### config.mk
export PLATFORM = sky130hd
export DESIGN_NAME = spi_register_bus_master
export DESIGN_NICKNAME = d
export VERILOG_FILES = /design/src/rtl/spi_register_bus_master.sv
export SDC_FILE = /design/constraint.sdc
export NUM_CORES = 1
export LEC_CHECK = 0
export BUFFER_PORTS_ARGS = -buffer_cell sky130_fd_sc_hd__buf_2
export CORE_MARGIN = 5
export CORE_UTILIZATION = 56
export CTS_CLUSTER_DIAMETER = 150
export DETAILED_ROUTE_END_ITERATION = 10
export GPL_TIMING_DRIVEN = 0
export PLACE_DENSITY = 0.79
export SYNTH_ARGS = -nofsm -noshare
export SYNTH_HDL_FRONTEND = slang
export SYNTH_SLANG_ARGS = --single-unit
### constraint.sdc
create_clock -name CLK -period 3 [get_ports CLK]
set_clock_uncertainty 0.2 [all_clocks]
set_input_delay 0.3 -clock CLK [delete_from_list [all_inputs] [get_ports CLK]]
set_output_delay 0.3 -clock CLK [all_outputs]
set_load 0.02 [all_outputs]
### src/rtl/spi_register_bus_master.sv
// SPI mode-0 slave front end that turns host command/data frames into register-bus
// writes (_HOLD strobe) and reads (ReadData captured into the MISO shifter).
module spi_register_bus_master #(
    parameter int unsigned AddressWidth = 7,
    parameter int unsigned BitWidth     = 8
) (
    input  logic                    CLK,
    input  logic                    _RST,
    input  logic                    SCK,
    input  logic                    MOSI,
    input  logic                    _CS,
    output logic                    MISO,
    output logic                    MISO_OE,
    output logic [AddressWidth-1:0] AddressBus,
    output logic [BitWidth-1:0]     BusData,
    input  logic [BitWidth-1:0]     ReadData,
    output logic                    _HOLD
);

    // Receive shifter must hold a full command byte or a full data word.
    localparam int unsigned ShiftWidth = (BitWidth > 8) ? BitWidth : 8;
    localparam int unsigned CntWidth   = 5;
    localparam logic [CntWidth-1:0] LastCmdBit  = CntWidth'(7);
    localparam logic [CntWidth-1:0] LastDataBit = CntWidth'(BitWidth - 1);

    typedef enum logic [2:0] {
        StIdle,
        StCmd,
        StData,
        StWstrobe,
        StRdload
    } state_e;

    logic [2:0] sck_sync_q;
    logic [1:0] mosi_sync_q;
    logic [1:0] cs_sync_q;

    logic sck_rise;
    logic sck_fall;
    logic cs_n;
    logic mosi_bit;

    state_e                  state_q, state_d;
    logic [CntWidth-1:0]     bit_cnt_q, bit_cnt_d;
    logic [ShiftWidth-2:0]   rx_q, rx_d;
    logic [ShiftWidth-1:0]   rx_next;
    logic [BitWidth-1:0]     tx_q, tx_d;
    logic [AddressWidth-1:0] addr_q, addr_d;
    logic [BitWidth-1:0]     data_q, data_d;
    logic                    is_read_q, is_read_d;
    logic                    hold_n_q, hold_n_d;
    logic                    miso_oe_q, miso_oe_d;
    logic                    rd_wait_q, rd_wait_d;

    always_ff @(posedge CLK or negedge _RST) begin
        if (!_RST) begin
            sck_sync_q  <= '0;
            mosi_sync_q <= '0;
            cs_sync_q   <= '1;
        end else begin
            sck_sync_q  <= {sck_sync_q[1:0], SCK};
            mosi_sync_q <= {mosi_sync_q[0], MOSI};
            cs_sync_q   <= {cs_sync_q[0], _CS};
        end
    end

    assign sck_rise = sck_sync_q[1] & ~sck_sync_q[2];
    assign sck_fall = ~sck_sync_q[1] & sck_sync_q[2];
    assign cs_n     = cs_sync_q[1];
    assign mosi_bit = mosi_sync_q[1];
    assign rx_next  = {rx_q, mosi_bit};

    always_ff @(posedge CLK or negedge _RST) begin
        if (!_RST) begin
            state_q   <= StIdle;
            bit_cnt_q <= '0;
            rx_q      <= '0;
            tx_q      <= '0;
            addr_q    <= '0;
            data_q    <= '0;
            is_read_q <= 1'b0;
            hold_n_q  <= 1'b1;
            miso_oe_q <= 1'b0;
            rd_wait_q <= 1'b0;
        end else begin
            state_q   <= state_d;
            bit_cnt_q <= bit_cnt_d;
            rx_q      <= rx_d;
            tx_q      <= tx_d;
            addr_q    <= addr_d;
            data_q    <= data_d;
            is_read_q <= is_read_d;
            hold_n_q  <= hold_n_d;
            miso_oe_q <= miso_oe_d;
            rd_wait_q <= rd_wait_d;
        end
    end

    always_comb begin
        state_d   = state_q;
        bit_cnt_d = bit_cnt_q;
        rx_d      = rx_q;
        tx_d      = tx_q;
        addr_d    = addr_q;
        data_d    = data_q;
        is_read_d = is_read_q;
        hold_n_d  = hold_n_q;
        miso_oe_d = miso_oe_q;
        rd_wait_d = rd_wait_q;

        unique case (state_q)
            StIdle: begin
                if (!cs_n) begin
                    state_d   = StCmd;
                    bit_cnt_d = '0;
                end
            end
            StCmd: begin
                if (sck_rise) begin
                    rx_d      = rx_next[ShiftWidth-2:0];
                    bit_cnt_d = bit_cnt_q + 1'b1;
                    if (bit_cnt_q == LastCmdBit) begin
                        bit_cnt_d = '0;
                        is_read_d = rx_next[7];
                        addr_d    = rx_next[AddressWidth-1:0];
                        if (rx_next[7]) begin
                            state_d   = StRdload;
                            rd_wait_d = 1'b1;
                            miso_oe_d = 1'b1;
                        end else begin
                            state_d = StData;
                        end
                    end
                end
            end
            StData: begin
                if (sck_rise) begin
                    rx_d      = rx_next[ShiftWidth-2:0];
                    bit_cnt_d = bit_cnt_q + 1'b1;
                    if (bit_cnt_q == LastDataBit) begin
                        bit_cnt_d = '0;
                        if (is_read_q) begin
                            addr_d    = addr_q + 1'b1;
                            state_d   = StRdload;
                            rd_wait_d = 1'b1;
                        end else begin
                            data_d   = rx_next[BitWidth-1:0];
                            hold_n_d = 1'b0;
                            state_d  = StWstrobe;
                        end
                    end
                end
                // The falling edge that closes a frame (count back at 0) must not
                // shift, or the freshly loaded MSB would be lost.
                if (sck_fall && is_read_q && (bit_cnt_q != '0)) begin
                    tx_d = tx_q << 1;
                end
            end
            StWstrobe: begin
                hold_n_d = 1'b1;
                addr_d   = addr_q + 1'b1;
                state_d  = StData;
            end
            StRdload: begin
                // One settle cycle after the address moves before ReadData is taken.
                if (rd_wait_q) begin
                    rd_wait_d = 1'b0;
                end else begin
                    tx_d    = ReadData;
                    state_d = StData;
                end
            end
            default: begin
                state_d = StIdle;
            end
        endcase

        if ((state_q != StIdle) && cs_n) begin
            state_d   = StIdle;
            bit_cnt_d = '0;
            addr_d    = addr_q;
            data_d    = data_q;
            hold_n_d  = 1'b1;
            miso_oe_d = 1'b0;
            rd_wait_d = 1'b0;
        end
    end

    assign MISO       = tx_q[BitWidth-1];
    assign MISO_OE    = miso_oe_q;
    assign AddressBus = addr_q;
    assign BusData    = data_q;
    assign _HOLD      = hold_n_q;

endmodule

### After elaboration in Yosys (flattened, before gate mapping)

Index checks and enable logic that the tools add are counted.

| word-level totals | value |
|---|---|
| flip-flop bits (word level) | 49 |
| output and inout bits | 18 |

| cells by class | value |
|---|---|
| $add $sub $neg | 2 |
| equality and inequality tests | 22 |
| multiplexer cells | 39 |
| bitwise gates (word level) | 6 |
| reduce and logical (&&, ||, !) cells | 26 |

Operators with widths:

| cell | number |
|---|---|
| two-way mux 7 bit | 5 |
| two-way mux 3 bit | 9 |
| inequality test 3 bit (second input constant) | 9 |
| case mux 7 bit (3 select lines) | 1 |
| two-way mux 5 bit | 4 |
| two-way mux 8 bit | 2 |
| case mux 8 bit (2 select lines) | 1 |
| case mux 3 bit (5 select lines) | 1 |
| inequality test 2 bit (second input constant) | 7 |
| AND reduction 7 bit | 2 |
| two-way mux 1 bit | 13 |
| nonzero test 3 bit | 4 |
| case mux 5 bit (2 select lines) | 1 |
| nonzero test 2 bit | 5 |
| AND reduction 3 bit | 3 |
| AND reduction 4 bit | 2 |
| adder 7 x 1 -> 7 bit (second input constant) | 1 |
| == test 3 x 2 -> 1 bit (second input constant) | 2 |
| AND reduction 6 bit | 1 |
| adder 5 x 1 -> 5 bit (second input constant) | 1 |
| == test 5 x 3 -> 1 bit (second input constant) | 1 |
| AND reduction 5 bit | 1 |
| nonzero test 5 bit | 1 |
| NOT 1 bit | 4 |
| 11 further kinds | 14 |

### Logic depth before layout (Yosys ltp)

| depth | value |
|---|---|
| depth in word-level cells | 6 |
| depth in mapped cells | 7 |
| mapped depth without buffers | 6 |

### Worst setup path after synthesis

OpenSTA, ideal clock, no wires.

| path | value |
|---|---|
| path type | register to register |
| from | reg bit_cnt_q[0] |
| to | reg addr_q[1] (netlist: AddressBus[1]) |
| arrival time | 1,740 ps |
| setup slack | 935 ps |
| cell stages (with the launch flop) | 6 |
| buffers on the path | 0 |
| cells stage by stage | dfrtp_1 > ha_1 > nand4bb_4 > or3_4 > a21oi_2 > mux2_2 |

| between the ends | value |
|---|---|
| word-level cells in the longest chain between the ends | 3 |
| elaborated cells between the ends (all ways) | 4 |
| classes of those cells | eq/ne: 3; reduce/logical: 1 |

RTL lines:

| item | RTL line | source |
|---|---|---|
| from (decl) | 44 | `logic [CntWidth-1:0] bit_cnt_q, bit_cnt_d;` |
| from (signal assigned) | 87 | `bit_cnt_q <= bit_cnt_d;` |
| == test 5 x 3 -> 1 bit * | 122, 140 |  |
| inequality test 2 bit (no source line) | - |  |
| AND reduction 7 bit (no source line) * | - |  |
| to (signal assigned) | 90 | `addr_q <= addr_d;` |
| to (decl) | 48 | `logic [AddressWidth-1:0] addr_q, addr_d;` |

Every way passes the cells marked *; elsewhere a longest branch is shown, timed or not.
A chain may end at the register's enable or synchronous reset.

### Worst setup path in the final report

Same ends and word-level chain as after synthesis.

==> flow_metrics.py <==
metrics = {
    "status": {
        "status": "complete, but fails checks",
        "violations": "hold timing",
    },
    "min_path": {
        "hp-class": "input pin to async pin",
    },
    "floorplanning": {
        "io_pins": 31,
        "coreArea_um2": 4324,
        "rows": 24,
        "start_util": 0.5706,
        "die_x_um": 76.38,
        "fp.dieH_um": 76.38,
        "die-area_um2": 5833,
    },
    "global_routing": {
        "overflow": 0,
        "grt_pass1_vias": 1856,
        "antenna_found_initial": 0,
        "grt_pass1_wl_mm": 8.901,
        "grtUsageTotal": 0.1868,
        "grt_max_degree": 50,
    },
    "clocking": {
        "path_clk_slew_ns": 0.10,
        "cts_buffers": 5,
        "clock_latency_ns": 0.31,
        "cts_setup_buffers": 0,
        "clk_path_buf_depth": 2,
        "cts_tree": "built",
        "htree_levels": 2,
        "cts.sinks": 49,
        "root_buffer": "clkbuf_8",
    },
    "worst_setup_path": {
        "crit_required_ns": 3.01,
        "worstPathArrival_ns": 2.31,
        "start_kind": "flop",
        "r2r_cells": 5,
        "crit_path_end_kind": "flop",
        "reg2reg_from": "bit_cnt_q[0]",
        "cp_max_fo": 5,
        "crit_slowest_cell": "or3_4",
        "cpPeakStageDelay_ns": 0.45,
        "crit_chain": "ha_1 > nand4bb_4 > or3_4 > a21oi_2 > mux2_2",
        "r2r_setup_slack_ns": 0.70,
        "regToRegEndpoint": "AddressBus[1]",
        "crit_type": "flop to flop",
    },
    "logic_synthesis": {
        "yosysSeqAreaShare": 0.4985,
        "synthCells": 227,
        "syn-mean-instance-area_um2": 10.87,
        "synth_edf_count": 0,
        "syn_area_um2": 2467,
        "ys_types": 59,
        "ys_warn_count": 0,
        "async_flop_share": 1.000,
        "synth_seq_cells": 49,
        "synth_top_flop_cell": "dfrtp_1",
        "synthesis.nets": 243,
    },
    "detailed_routing": {
        "drtPass1Iterations": 4,
        "post_drt_via_cell_ratio": 5.925,
        "final_antenna_net_count": 0,
        "drc": 0,
        "routedWlPerCell_um": 15.79,
        "vias": 1896,
        "drt-initial-drc-count": 194,
        "wl_mm": 5.052,
    },
    "power_and_ir_drop": {
        "swShare": 0.3476,
        "p_leak_nw": 1.231,
        "power.density_nw_per_um2": 609.2,
        "clkPwrFrac": 0.238,
        "vdd_drop_max_v": 0.0004567,
        "switchingPower_mw": 0.5943,
        "p_seq_frac": 0.507,
        "comb_power_share": 0.255,
        "p_int_mw": 1.115,
        "totalPowerFinal_mw": 1.710,
    },
    "timing": {
        "drv_slew": 0,
        "timing.fmax_ghz": 0.4344,
        "setup-tns-final_ns": 0,
        "fin_crit_ns": 2.302,
        "relSlewSlack": 0.2973,
        "holdWs_ns": -0.02972,
        "finalWorstSetupSlack_ns": 0.6978,
        "setup_viol": 0,
        "finalHoldViolations": 38,
        "worst_pin_slew_ns": 1.054,
        "fin_crit_sh": 0.7674,
        "rsz0062_at_grt": "no",
    },
    "final_layout": {
        "seqCellArea_um2": 1230,
        "fin_cells": 320,
        "final_nets": 283,
        "antennaDiodeCount": 0,
        "syn_to_final_growth_pct": 13.74,
        "stdcell_area_um2": 2806,
        "utilization": 0.6490,
        "multi_input_area_um2": 1141,
        "fillers": 362,
        "drive_gt1_frac": 0.2799,
    },
    "flow_run": {
        "max-cap-violations": 0,
    },
    "placement": {
        "placed_cell_area_um2": 2683,
        "dp_slack_ns": 0.6880,
        "hpwl_mm": 3.657,
        "placed_cells": 309,
        "place.port_buffers": 30,
        "routabilityCongestion": 0.9004,
    },
}
[power groups by stage]
stage | registers (mW) | logic [mW] | clock network, mW
after floorplan | 0.888 | 0.268 | 0
after global placement | 0.871 | 0.417 | 0
after detailed placement | 0.878 | 0.431 | 0
after CTS | 0.865 | 0.438 | 0.416
after global routing | 0.881 | 0.484 | 0.450
final | 0.867 | 0.436 | 0.407
[worst max-delay path, delay by kind of cell (launching register included)]
family | cells | cell delay (ns)
DFF | 1 | 0.41
adders and majority gates | 1 | 0.31
AOI/OAI and AO/OA | 1 | 0.30
and+or+nand+nor | 2 | 0.61
muxes | 1 | 0.37
[worst max-delay path by stage]
stage / from / end / depth (start not counted)
floorplan: bit_cnt_q[0] / AddressBus[1] / 5
global placement: bit_cnt_q[0] / BusData[1] / 5
detailed placement: bit_cnt_q[0] / BusData[1] / 5
CTS: bit_cnt_q[0] / BusData[1] / 5
global route: bit_cnt_q[0] / BusData[1] / 5
finish: bit_cnt_q[0] / AddressBus[1] / 5
[layer usage]
layer	vias up	wire [µm]	track usage
li1	911	-	-
met4	0	100	0.06643
met2	44	2378	0.2911
met3	9	256	0.04374
met5	-	0	0
met1	932	2317	0.2546
[cells by family (layout without fill, tap and decap cells)]
logic type / count (synthesis) / in the layout / share of synthesized area
AND/OR/NAND/NOR: 67 / 67 / 0.1714
AO/OA/AOI/OAI: 59 / 59 / 0.1592
flip-flops: 49 / 49 / 0.4985
multiplexers: 24 / 24 / 0.1055
buffers and inverters: 22 / 63 / 0.03904
adder cells (fa/ha/maj): 4 / 4 / 0.01927
XOR/XNOR: 2 / 2 / 0.007101
[synth_stat cells, drive strengths merged (3+ instances only)]
library cell | number | area share
clkbuf | 6 | 0.0091
o21ai | 20 | 0.041
nand2b | 5 | 0.013
mux2i | 8 | 0.032
nor2 | 10 | 0.016
a21oi | 11 | 0.024
nor2b | 4 | 0.010
nor3 | 3 | 0.0081
nand3 | 6 | 0.014
dfrtp | 46 | 0.47
dfstp | 3 | 0.032
a221oi | 4 | 0.014
a31oi | 3 | 0.010
ha | 3 | 0.015
nand2 | 18 | 0.027
buf | 7 | 0.016
inv | 9 | 0.014
nor4 | 5 | 0.019
mux2 | 16 | 0.073
[registers in the layout (all words and copies together) (netlist names), 2 cells and up]
name,count
AddressBus,7
BusData,8
bit_cnt_q,5
cs_sync_q,2
mosi_sync_q,2
rx_q,7
sck_sync_q,3
state_q,3
tx_q,8
[placed cells by master, fill, tap and decap left out, types with 3 or more instances in the layout]
cell,count
clkbuf_1,6
nand2_1,18
clkbuf_8,5
nor2b_1,4
nor4_1,4
mux2i_1,8
a221oi_1,4
buf_2,35
ha_1,3
o21ai_0,20
mux2_2,14
nand2b_1,5
inv_1,9
nand3_1,5
nor2_1,9
dfstp_2,3
dfrtp_1,46
dlygate4sd3_1,3
a21oi_1,10
[what timing repair did]
item	in CTS	in global routing
hold buffers	3	0
endpoints found under the hold margin	3	0
gates resized for setup	0	0
[layout make-up]
cell class	instances	share of cell area
flip-flops and latches	49	0.4383
clock buffers	5	0.02452
clock inverters	3	0.008917
multi-input cells	156	0.4066
well taps	52	0.02318
inverters	9	0.01204
plain buffers	13	0.02229
repair buffers	33	0.06420
Note: power is estimated with default switching activity, not from simulation.
